### src/rtl/cell_dequeue_scheduler_pkg.sv
// Shared widths, FSM encoding and helpers for the cell dequeue scheduler.
package cell_dequeue_scheduler_pkg;

    localparam int PTR_W  = 10;
    localparam int ADDR_W = 12;
    localparam int DATA_W = 128;
    localparam int NPORT  = 4;
    localparam int BEATS  = 4;
    localparam int PORT_W = 2;
    localparam int BEAT_W = 2;

    localparam logic [BEAT_W-1:0] LAST_BEAT = 2'd3;

    typedef enum logic [2:0] {
        ST_IDLE    = 3'd0,
        ST_REQ     = 3'd1,
        ST_READ    = 3'd2,
        ST_DRAIN   = 3'd3,
        ST_RELEASE = 3'd4
    } state_t;

    function automatic logic [NPORT-1:0] port_onehot(input logic [PORT_W-1:0] port);
        port_onehot = 4'b0001 << port;
    endfunction

endpackage

### src/rtl/cell_dequeue_scheduler_rr_arbiter.sv
// Four-way round-robin selector: combinational grant searching from last_grant+1,
// with last_grant registered whenever the grant is taken.
module rr_arbiter_4
    import cell_dequeue_scheduler_pkg::*;
(
    input  logic              clk,
    input  logic              rstn,
    input  logic [NPORT-1:0]  req,
    input  logic              en,
    output logic [PORT_W-1:0] grant,
    output logic              grant_valid
);

    logic [PORT_W-1:0] last_grant_r;
    logic [PORT_W-1:0] grant_s;
    logic [PORT_W-1:0] cand_s;
    logic              grant_valid_s;

    // Search farthest-first so the nearest requester after last_grant wins.
    always_comb begin
        grant_s       = last_grant_r;
        grant_valid_s = 1'b0;
        cand_s        = last_grant_r;
        for (int i = NPORT; i >= 1; i--) begin
            cand_s        = last_grant_r + PORT_W'(i);
            grant_s       = req[cand_s] ? cand_s : grant_s;
            grant_valid_s = grant_valid_s | req[cand_s];
        end
    end

    // Remember the winner only when the grant is actually consumed.
    always_ff @(posedge clk) begin
        if (!rstn) begin
            last_grant_r <= 2'd3;
        end else if (en && grant_valid_s) begin
            last_grant_r <= grant_s;
        end else begin
            last_grant_r <= last_grant_r;
        end
    end

    assign grant       = grant_s;
    assign grant_valid = grant_valid_s;

endmodule

### src/rtl/cell_dequeue_scheduler.sv
// Egress cell scheduler: picks a port round-robin, pops its head pointer,
// streams the four cell beats from SRAM, then returns the pointer to the free queue.
module cell_dequeue_scheduler
    import cell_dequeue_scheduler_pkg::*;
(
    input  logic              clk,
    input  logic              rstn,
    input  logic [NPORT-1:0]  q_nonempty,
    input  logic [NPORT-1:0]  port_bp,
    output logic              deq_req,
    output logic [PORT_W-1:0] deq_port,
    input  logic              deq_ack,
    input  logic [PTR_W-1:0]  deq_ptr,
    output logic              sram_rd,
    output logic [ADDR_W-1:0] sram_addr,
    input  logic [DATA_W-1:0] sram_dout,
    output logic [DATA_W-1:0] o_data,
    output logic              o_data_wr,
    output logic [NPORT-1:0]  o_port,
    output logic              FQ_wr,
    output logic [PTR_W-1:0]  FQ_din
);

    state_t            state_r;
    logic [PORT_W-1:0] grant_r;
    logic [PTR_W-1:0]  ptr_r;
    logic [BEAT_W-1:0] beat_r;

    logic              deq_req_r;
    logic [PORT_W-1:0] deq_port_r;
    logic              sram_rd_r;
    logic [ADDR_W-1:0] sram_addr_r;
    logic              o_data_wr_r;
    logic [NPORT-1:0]  o_port_r;
    logic              fq_wr_r;
    logic [PTR_W-1:0]  fq_din_r;

    logic [NPORT-1:0]  eligible_s;
    logic [PORT_W-1:0] arb_grant_s;
    logic              arb_valid_s;
    logic              arb_en_s;

    assign eligible_s = q_nonempty & ~port_bp;
    assign arb_en_s   = (state_r == ST_IDLE);

    rr_arbiter_4 u_arb (
        .clk         (clk),
        .rstn        (rstn),
        .req         (eligible_s),
        .en          (arb_en_s),
        .grant       (arb_grant_s),
        .grant_valid (arb_valid_s)
    );

    // Transfer FSM; every output is a register so reset clears them in one edge.
    always_ff @(posedge clk) begin
        if (!rstn) begin
            state_r     <= ST_IDLE;
            grant_r     <= 2'd0;
            ptr_r       <= 10'd0;
            beat_r      <= 2'd0;
            deq_req_r   <= 1'b0;
            deq_port_r  <= 2'd0;
            sram_rd_r   <= 1'b0;
            sram_addr_r <= 12'd0;
            o_data_wr_r <= 1'b0;
            o_port_r    <= 4'd0;
            fq_wr_r     <= 1'b0;
            fq_din_r    <= 10'd0;
        end else begin
            // SRAM data lands one cycle after the strobe, so egress trails sram_rd.
            o_data_wr_r <= sram_rd_r;
            o_port_r    <= sram_rd_r ? port_onehot(grant_r) : 4'd0;
            case (state_r)
                ST_IDLE: begin
                    if (arb_valid_s) begin
                        grant_r    <= arb_grant_s;
                        deq_req_r  <= 1'b1;
                        deq_port_r <= arb_grant_s;
                        state_r    <= ST_REQ;
                    end
                end
                ST_REQ: begin
                    if (deq_ack) begin
                        ptr_r       <= deq_ptr;
                        deq_req_r   <= 1'b0;
                        deq_port_r  <= 2'd0;
                        sram_rd_r   <= 1'b1;
                        beat_r      <= 2'd0;
                        sram_addr_r <= {deq_ptr, 2'd0};
                        state_r     <= ST_READ;
                    end
                end
                ST_READ: begin
                    if (beat_r == LAST_BEAT) begin
                        sram_rd_r   <= 1'b0;
                        sram_addr_r <= 12'd0;
                        beat_r      <= 2'd0;
                        state_r     <= ST_DRAIN;
                    end else begin
                        beat_r      <= beat_r + 2'd1;
                        sram_addr_r <= {ptr_r, beat_r + 2'd1};
                    end
                end
                ST_DRAIN: begin
                    fq_wr_r  <= 1'b1;
                    fq_din_r <= ptr_r;
                    state_r  <= ST_RELEASE;
                end
                ST_RELEASE: begin
                    fq_wr_r  <= 1'b0;
                    fq_din_r <= 10'd0;
                    state_r  <= ST_IDLE;
                end
                default: begin
                    deq_req_r   <= 1'b0;
                    sram_rd_r   <= 1'b0;
                    sram_addr_r <= 12'd0;
                    fq_wr_r     <= 1'b0;
                    state_r     <= ST_IDLE;
                end
            endcase
        end
    end

    assign deq_req   = deq_req_r;
    assign deq_port  = deq_port_r;
    assign sram_rd   = sram_rd_r;
    assign sram_addr = sram_addr_r;
    assign o_data_wr = o_data_wr_r;
    assign o_data    = o_data_wr_r ? sram_dout : {DATA_W{1'b0}};
    assign o_port    = o_port_r;
    assign FQ_wr     = fq_wr_r;
    assign FQ_din    = fq_din_r;

endmodule

### config.mk
export PLATFORM = sky130hd
export DESIGN_NAME = cell_dequeue_scheduler
export DESIGN_NICKNAME = d
export VERILOG_FILES = /design/src/rtl/cell_dequeue_scheduler_pkg.sv /design/src/rtl/cell_dequeue_scheduler_rr_arbiter.sv /design/src/rtl/cell_dequeue_scheduler.sv
export SDC_FILE = /design/constraint.sdc
export NUM_CORES = 1
export LEC_CHECK = 0
export ABC_CLOCK_PERIOD_IN_PS = 3450
export CORE_AREA = 5 5 115 117
export CTS_BUF_LIST = sky130_fd_sc_hd__clkbuf_16
export CTS_CLUSTER_DIAMETER = 60
export CTS_CLUSTER_SIZE = 24
export DETAILED_ROUTE_END_ITERATION = 7
export DIE_AREA = 0 0 120 122
export GPL_TIMING_DRIVEN = 1
export PLACE_DENSITY = 0.71
export SYNTH_ARGS = -nofsm -noshare
export SYNTH_HDL_FRONTEND = slang
export SYNTH_SLANG_ARGS = --single-unit
### constraint.sdc
create_clock -name clk -period 3.45 [get_ports clk]
set_input_delay 0.345 -clock clk [delete_from_list [all_inputs] [get_ports clk]]
set_output_delay 0.345 -clock clk [all_outputs]
set_load 0.01 [all_outputs]
# After elaboration in Yosys (flattened, before gate mapping)
# Index checks and enable logic that the tools add are counted.
# word_totals
out_inout_bits,160
wordCells,86
in_bits,149
reg_bits,51
# op_classes
n_shift,1
add_sub_neg,4
n_bitwise,7
n_mux,32
n_eq_ne,8
n_reduce_logical,17
order_cmp,4
# op_table
operator,n
two-way mux 128 bit,1
case mux 12 bit (3 select lines),1
two-way mux 12 bit,2
case mux 10 bit (2 select lines),1
"less-than comparator 2 x 3 -> 1 bit, second input constant",4
two-way mux 2 bit,6
case mux 3 bit (4 select lines),1
AND reduction 3 bit,4
AND reduction 2 bit,5
two-way mux 3 bit,3
OR reduction 3 bit,3
binary-select mux 1 bit (select 2 bit),4
two-way mux 1 bit,8
case mux 2 bit (2 select lines),2
"equality test 3 x 2 -> 1 bit, second input constant",2
"inequality test 2 bit, second input constant",3
case mux 1 bit (3 select lines),2
nonzero test 2 bit,3
"adder 2 x 1 -> 2 bit, second input constant",2
"adder 2 bit, second input constant",2
bitwise AND 4 bit,1
inverter 4 bit,1
"left shift 1 x 2 -> 4 bit, first input constant",1
"equality test 3 x 1 -> 1 bit, second input constant",1
7 further kinds,10

# Longest topological paths before layout
# Gate-level depths: netlist (run 1).
# depth
word_depth,9
ltp_mapped,6
depth_no_buf,4

# Modules after synthesis
# A second synthesis (run 1) with hierarchy kept.
# unflattened
hier_cells,407
hier_area_um2,3180.6
# modules_own_cells
module,cells_each,n_inst,seq_area_each_um2,area_each_um2
cell_dequeue_scheduler,383,1,980.9,2997.9
rr_arbiter_4,24,1,40.0,182.7

# Worst setup path before layout (run 1)
# No wires, ideal clock.
# synth_path
path_kind,input to register
start,input q_nonempty[1]
end,"register deq_port_r[1], in the netlist deq_port[1]"
required_time_ns,3.330
setup_time_ns,0.120
n_path_buf,0
cell_stages,4
arrival_ns,1.261
path_slack_ns,2.069
cell_sequence,nor2b_4 > or4_4 > a31oi_4 > o21ai_1
# synth_between
elab_chain_cells,8
word_cells_on_any_way,19
cone_classes,eq/ne (1); mux (13); bitwise (4); reduce/logical (1)
# synth_lines
element,line,rtl
from (decl),cell_dequeue_scheduler.sv:8,"input logic [NPORT-1:0] q_nonempty,"
bitwise AND 4 bit *,cell_dequeue_scheduler.sv:43,assign eligible_s = q_nonempty & ~port_bp;
"binary-select mux 1 bit (select 2 bit), on equally long branches",n/a,
"two-way mux 1 bit, on equally long branches","cell_dequeue_scheduler_rr_arbiter.sv:26, cell_dequeue_scheduler_rr_arbiter.sv:27",
two-way mux 2 bit or bitwise OR 1 bit (tied branches) (3 in series),"cell_dequeue_scheduler_rr_arbiter.sv:26, cell_dequeue_scheduler_rr_arbiter.sv:27",
two-way mux 2 bit or inequality test 2 bit (tied branches),n/a,
case mux 2 bit (2 select lines) or AND reduction 3 bit (tied branches),n/a,
to (signal assigned),cell_dequeue_scheduler.sv:79,deq_port_r <= arb_grant_s;
to (decl),cell_dequeue_scheduler.sv:30,logic [PORT_W-1:0] deq_port_r;
# Mark *: on every way between the ends. The rest lies on a longest branch, timed or not. The select of a mux whose other input is x is not followed.
# A chain may end at the register's enable or synchronous reset.

# Worst setup path in the final report (run 1)
# layout_path
start,"register o_data_wr_r, in the netlist o_data_wr"
end,output o_data[97]
# layout_between
elab_chain_cells,1
# layout_lines
element,line,rtl
from (decl),cell_dequeue_scheduler.sv:33,logic o_data_wr_r;
from (signal assigned),cell_dequeue_scheduler.sv:72,o_data_wr_r <= sram_rd_r;
two-way mux 128 bit,cell_dequeue_scheduler.sv:131,assign o_data = o_data_wr_r ? sram_dout : {DATA_W{1'b0}};
to (decl),cell_dequeue_scheduler.sv:17,"output logic [DATA_W-1:0] o_data,"
# Every way passes these cells.

==> results of run 1 <==
sequential cells by signal (all words and copies together) (netlist names):
register and count:
sram_addr 12, FQ_din 10, ptr_r 10, o_port 4
state_r 3, beat_r 2, deq_port 2, grant_r 2
u_arb.last_grant_r 2, FQ_wr 1, deq_req 1, o_data_wr 1
sram_rd 1
power breakdown:
group          switching (mW)  internal (mW)
clock network           0.224          0.346
registers              0.0475          0.624
logic                   0.205          0.320
total                   0.477           1.29
cell usage in the layout (no fill, tap or decap), types with 3 or more instances in the layout:
master,instances
sky130_fd_sc_hd__nand2_1,32
sky130_fd_sc_hd__nand2b_1,4
sky130_fd_sc_hd__nor3b_1,4
sky130_fd_sc_hd__a2111oi_0,3
sky130_fd_sc_hd__o21ai_1,6
sky130_fd_sc_hd__a22oi_1,10
sky130_fd_sc_hd__a21oi_1,29
sky130_fd_sc_hd__clkdlybuf4s50_1,308
sky130_fd_sc_hd__clkbuf_16,5
sky130_fd_sc_hd__nor2_1,20
sky130_fd_sc_hd__dfxtp_1,50
sky130_fd_sc_hd__o221ai_1,8
sky130_fd_sc_hd__buf_4,4
sky130_fd_sc_hd__o2bb2ai_1,11
sky130_fd_sc_hd__diode_2,3
sky130_fd_sc_hd__o21ai_0,4
sky130_fd_sc_hd__and2_1,130
sky130_fd_sc_hd__inv_1,4
stage by stage:
| stage | total power [mW] | cell area [um2] | instances |
|---|---|---|---|
| 5_1_grt | 1.85 | 6350 | 825 |
| 3_5_place_dp | 1.21 | 6170 | 814 |
| 3_3_place_gp | 1.20 | 6170 | 814 |
| 2_1_floorplan | 0.878 | 3000 | 381 |
| 4_1_cts | 1.77 | 6340 | 822 |
| 6_report | 1.77 | 6350 | 825 |
cell usage after synthesis, types with 4 or more instances:
cell                          n  share of area (%)
sky130_fd_sc_hd__a21oi_1     29                4.8
sky130_fd_sc_hd__inv_1        4               0.50
sky130_fd_sc_hd__nand2_1     32                4.0
sky130_fd_sc_hd__o21ai_1      6                1.0
sky130_fd_sc_hd__a22oi_1     10                2.5
sky130_fd_sc_hd__o221ai_1     8                2.3
sky130_fd_sc_hd__clkbuf_1    16                2.0
sky130_fd_sc_hd__o2bb2ai_1   11                3.2
sky130_fd_sc_hd__and2_1     130                 27
sky130_fd_sc_hd__nor3b_1      4                1.0
sky130_fd_sc_hd__dfxtp_1     51                 34
sky130_fd_sc_hd__nand2b_1     4               0.83
sky130_fd_sc_hd__o21ai_0      4               0.67
sky130_fd_sc_hd__buf_2       10                1.7
sky130_fd_sc_hd__nor2_1      20                2.5
cells by family (layout without fill, tap and decap cells):
| logic type | count (synthesis) | in the layout |
|---|---|---|
| other cells | 0 | 3 |
| fa+ha+maj | 1 | 1 |
| simple gates | 212 | 212 |
| compound gates | 83 | 83 |
| flops | 51 | 51 |
| buf+inv | 34 | 325 |
layer usage:
layer | part of all wire (%) | track usage (%) | vias up
met2 | 50 | 34.4 | 177
met3 | 7.7 | 6.17 | 24
met5 | 0.12 | 0 | -
li1 | - | - | 1870
met4 | 2.2 | 5.44 | 2
met1 | 40 | 24.0 | 1714
path summary, 6_finish.rpt:
check | startpoint | end | slack [ps] | cells after the start
worst max-delay path | o_data_wr | o_data[97] | 780 | 3
worst min-delay path | sram_addr[10] | sram_addr[10] | 470 | 1
worst min register to register | sram_addr[10] | sram_addr[10] | 470 | 1
worst max register to register | state_r[1] | deq_port[0] | 820 | 4
area by class of cell:
class	instances	share of cell area, %
diodes	3	0.118
clock buffers	5	1.97
clock inverters	3	0.748
inverters	5	0.295
multi-input cells	296	28.8
flip-flops and latches	51	16.1
well taps	150	2.95
repair buffers	312	49.0
==> out/results.txt, run 1 <==
The flow ran to the end, and the final reports show no timing, DRC or antenna violations. Along the worst path, the maximum fanout reaches 62. Max-cap violations in this run came to 0. Prior to clock tree synthesis, the placed netlist has a worst setup slack of 892 ps. For this run, the number of Yosys warnings is 0. The count of input and output buffers came out at 308. Registers take 0.00102 mm2.

Using the TritonRoute via totals, the vias-per-cell ratio works out to 4.59. The xor and xnor area share after synthesis works out to 0%. The kind of end point of the critical path is an output pin. The signal on the critical path passes through buf_4 -> and2_1 -> clkdlybuf4s50_1. The logs give 20.9% for the relative max-transition margin and 0.0146 mm2 for the area enclosed by the die boundary.

The floorplan core area was 0.0123 mm2; the number of failing setup endpoints in the final timing report was 0. The number of flops mapped to enable cells by yosys is 0, and the via count is 3,787. The area growth from synthesis to layout is 112%. Across every metal layer, demand over resource in global routing totals 19.9%.

The cell count after synthesis came out at 381. For the sequential cell area fraction in the yosys report, the log shows 34.0%. The area occupied by multi-input gates is 0.00183 mm2. In this design, the stage delay of the slowest critical-path cell is 800 ps. The analysis attributes to cell leakage a power of 2.32 nW.

The final count of hold timing violations came out at 0. Setup slack on the critical path of the routed design comes to 783 ps. The first-pass GRT wire length was 22,900 um; the die width was 120 um. Synthesized flop and latch total: 51.

The worst setup path category is reg -> out. The run gives 5 as the number of clock buffers inserted by TritonCTS. The run gives 4 as the initial antenna violation count. The clock-pin transition on the worst setup and hold timing paths was 70 ps.

The min-delay analysis places its worst path in the category reg -> reg. The tools report the placed wire-length estimate as 13,700 um. No sink is reached through more buffers than the 2 on the longest clock path. After synthesis, the largest family of logic cells by area is simple AND/OR/NAND/NOR gates. The predominant post-synthesis flop cell was sky130_fd_sc_hd__dfxtp_1. Total number of clock tree sinks: 51. The final number of max-transition violations is 0. Global route total overflow: 0. Data on the critical path is required at its endpoint by 3110 ps. TritonCTS built the clock tree. The number of global-route vias before repair came out at 3,884. For this run, the share of the core covered by cells in the final layout is 51.8%. The cts-stage hold buffer count is 0, and the post-synthesis share of cell area spent on full adders, half adders and majority gates is 0.417%. For this run, the detailed router's first-pass iteration total came to 5. The buffers plus inverters on the worst setup path came out at 2. Hold timing on the final database bottoms out at a slack of 469 ps.

Dividing the detail-routed wire length by the instance count gives 19.2 um. For this configuration, the core starts out at a cell density of 24.5%. Of the total synthesized cell area, the portion taken by AND, OR, NAND and NOR gates is 41.3%.

Clock network latency to the later pin of the worst-skew pair: 290 ps. Clock tree synthesis selected as its root buffer the cell sky130_fd_sc_hd__clkbuf_16. The tools report the number of fillers in the final layout as 1,144. For the number of cell rows, the log shows 41. Data on the critical path arrives at its endpoint at 2320 ps.

The share of the cycle needed by the critical path after routing was 77.3%. Setup repair after global routing left no endpoint under its margin. The number of H-tree branching levels is 2, and the async set-reset flop share out of synthesis is 0%.

Averaged over all synthesized cells, the footprint is 7.87 um2. The achievable frequency came out at 0.375 GHz. Across the routed clock network, the largest skew measured is 10.7 ps.

The run gives 15,900 um as the overall routed net length. The final critical path time including I/O delays and setup is 2670 ps. Number of I/O pins: 309. The critical path startpoint category is a register.

The vertical die dimension came out at 122 um. In the final design database the tool counted 821 nets. When the netlist entered floorplanning its net count stood at 531. Once detail routing completed, the nets flagged for antenna violations numbered 0. The DRC violation total after the first TritonRoute iteration was 158; the total setup buffers inserted after CTS was 0. The cell with the biggest individual delay on the critical path was sky130_fd_sc_hd__dfxtp_2. The congestion estimate from routability-driven global placement came to 0.886.

Area fraction in compound gates after synthesis: 19.3%. Cells with a size suffix above 1 make up 3.42% of the layout. Dividing total power by cell area gives a power density of 278 mW/mm2. The detailed-route DRC error count was 0. The sum of negative setup slack is 0 ps. The kind of cell with the highest combined delay along the critical path is buffers and inverters.

The total standard cell area after synthesis was 0.00300 mm2. Across the VDD grid, the largest voltage drop is 239 uV. Once the clock tree was built, the resizer swapped 0 gates to a different size. The slew at the pin with the worst max-slew slack works out to 1180 ps. The portion of synthesized area spent on multiplexers is 0%. Entering global routing, the biggest net connects 63 pins.

The tools report the number of distinct library cell variants in the gate-level netlist after synthesis as 46.
Note: power is estimated with default switching activity, not from simulation.
==> run 2, diff against run 1 <==
ABC_CLOCK_PERIOD_IN_PS = 2400   (was 3450)
CORE_AREA = 5 5 118 120   (was 5 5 115 117)
DIE_AREA = 0 0 123 125   (was 0 0 120 122)
clock period = 2.4 ns   (was 3.45 ns; I/O delays follow)
==> run 2 against run 1 <==
Die area up 5.0%. Combinational power grew 51%. Critical path depth did not move. Worst hold slack improved by 1.1 ps. First-iteration DRC count down 3.2%. Register-to-register slack lost 140 ps. Via count is 1.3% higher. Setup slack got worse by 570 ps. Global-route usage up 0.68 points. Clock skew down 5.3 ps. Power grew 38%. Clock power rose by 22%. Critical path type unchanged. Critical endpoint is now o_data[31]. Largest power group unchanged. Highest routed layer unchanged.
==> out/results.txt, run 2 (synthesis gave the netlist of run 1 again) <==
Buffers inserted to repair hold after CTS numbered 0. TritonCTS built the clock tree. Across the VDD grid, the largest voltage drop is 413 uV. For this design the ratio of total power to cell area is 379 mW/mm2. For this run, the top clock speed supported by timing is 0.457 GHz.

The per-cell via count in the routed design was 4.49; the global route total overflow was 0. The finished cells cover 0.00641 mm2. The area enclosed by the die boundary was 0.0154 mm2; the share of post-route cells with drive strength above 1 was 4.28%. After clock tree synthesis, the repair step resized 0 gates. The buffers plus inverters on the worst setup path came out at 2.

The setup path with the least slack is of type reg -> out. The growth of design area from synthesis to finish came out at 114%. The tools report the total setup buffers inserted after CTS as 0. The run finished with clean final reports. The clock reaches the later pin of the worst-skew pair after 290 ps. After detailed routing, the number of remaining DRC violations is 0. The number of clock buffers inserted by TritonCTS is 5. After routing, the total negative slack on setup checks comes to 0 ps. For the worst setup path, the data required time is 2160 ps. The overall routed net length was 16,800 um. Data arrives at the worst endpoint at 1950 ps. In this run the number of H-tree levels came out at 2. Entering global routing, the biggest net connects 42 pins.

In the layout the commonest cells are 308 x sky130_fd_sc_hd__clkdlybuf4s50_1, 130 x sky130_fd_sc_hd__and2_1, 50 x sky130_fd_sc_hd__dfxtp_1. The worst clock skew on the final layout was 5.41 ps. The vertical die dimension is 125 um, and the final number of max-transition violations is 0. The run gives 1 as the initial antenna violation count.

The worst setup path is captured at an output pin. The core region is 0.0129 mm2. The number of antenna diodes in the final layout is 0. The worst setup path is launched from a register. The placed wire-length estimate was 14,800 um; the slew at the pin with the worst max-slew slack was 653 ps.

Walking the worst path, the cells encountered are buf_4 -> and2_1 -> clkdlybuf4s50_1. Clock-pin slew was measured on the worst setup and hold paths at 70 ps. The most frequent standard cell in the layout excluding fill and tap cells is sky130_fd_sc_hd__clkdlybuf4s50_1. The DRC violation total after the first TritonRoute iteration is 153, and the final count of hold timing violations is 0. The number of global-route vias before repair is 3,965. Before antenna repair, the detailed router went through 4 iterations. The number of cell rows is 42, and the routability congestion estimate is 0.896. Dividing the final minimum period by the clock period gives 91.2%.

For this design, the slowest cell found on the critical path is sky130_fd_sc_hd__dfxtp_2. For this run, the post-layout net count is 827. The tool flagged a number of max-cap violations equal to 0.

In the final routed layout, each cell accounts on average for 19.6 um. The number of failing setup endpoints in the final timing report is 0. The via count was 3,838; the share of the core filled with cells was 49.8%. Global routing consumed, over all layers together, 20.6% of the routing resources. In this run the remaining antenna-violating nets after routing total 0.

Buffer depth of the longest clock path: 2. The tightest min-delay check is of the reg -> reg type. Of all nets on the critical path, the largest fanout is 31. The category of cells accounting for the largest share of critical-path delay was buffers and inverters. The first global-routing pass estimated 24,700 um of wire.

The die width works out to 123 um. Largest incremental delay on the critical path: 600 ps. The register with the most flip-flops in the layout has 12 of them. Leakage power summed over all cells: 2.34 nW.

Setup repair after global routing left no endpoint under its margin. The count of input and output buffers is 308, and the effective utilization at floorplan is 23.3%. Pin placement for this block handled 309 I/O pins. The total number of clock tree sinks was 51. The cell at the root of the clock tree is sky130_fd_sc_hd__clkbuf_16. Headroom to the max-slew limit came out at 56.0%. Once placement finished, the instance area stood at 0.00626 mm2.

The smallest clock period supported by the final layout is computed as 2190 ps.
[run 2: layer usage]
| metal | track usage (%) | routed length, um |
|---|---|---|
| met2 | 35.4 | 8280 |
| met4 | 3.19 | 181 |
| met5 | 0 | 12 |
| met3 | 6.23 | 1460 |
| met1 | 25.8 | 6840 |
[run 2: layout make-up]
type	count	area (um2)
inverter	5	18.8
clock buffer	5	125
clock inverter	3	20.0
tap	176	220
sequential	51	1020
timing repair buffer	318	3170
multi-input combinational	296	1840
fill	1209	6460
[run 2: metrics by stage]
stage          power [mW]  instances  hold WS (ps)  setup slack (ps)
3_3_place_gp         1.74        846           451               382
4_1_cts              2.45        854           475               192
5_1_grt              2.56        854           488              80.5
6_report             2.43        854           470               212
3_5_place_dp         1.76        846           447               310
2_1_floorplan        1.26        381           376              1120
[run 2: final timing paths]
kind,cells past startpoint,endpoint,startpoint,slack [ps]
worst max-delay path,3,o_data[31],o_data_wr,210
worst min-delay path,1,sram_addr[6],sram_addr[6],470
worst max register to register,5,sram_addr[7],state_r[1],680
worst min register to register,1,sram_addr[6],sram_addr[6],470
[run 2: where the power goes]
| part | switching (mW) | leakage [nW] | internal [mW] |
|---|---|---|---|
| clock network | 0.310 | 0.0674 | 0.385 |
| registers | 0.0472 | 0.415 | 0.897 |
| logic | 0.322 | 1.85 | 0.472 |
| total | 0.679 | 2.34 | 1.75 |
[run 2: worst reg2reg max path: stages (launching register included)]
cell	delay, ps
sky130_fd_sc_hd__dfxtp_1	370
sky130_fd_sc_hd__buf_4	300
sky130_fd_sc_hd__inv_2	90
sky130_fd_sc_hd__a21oi_1	340
sky130_fd_sc_hd__o211a_1	390
sky130_fd_sc_hd__o2bb2ai_1	160
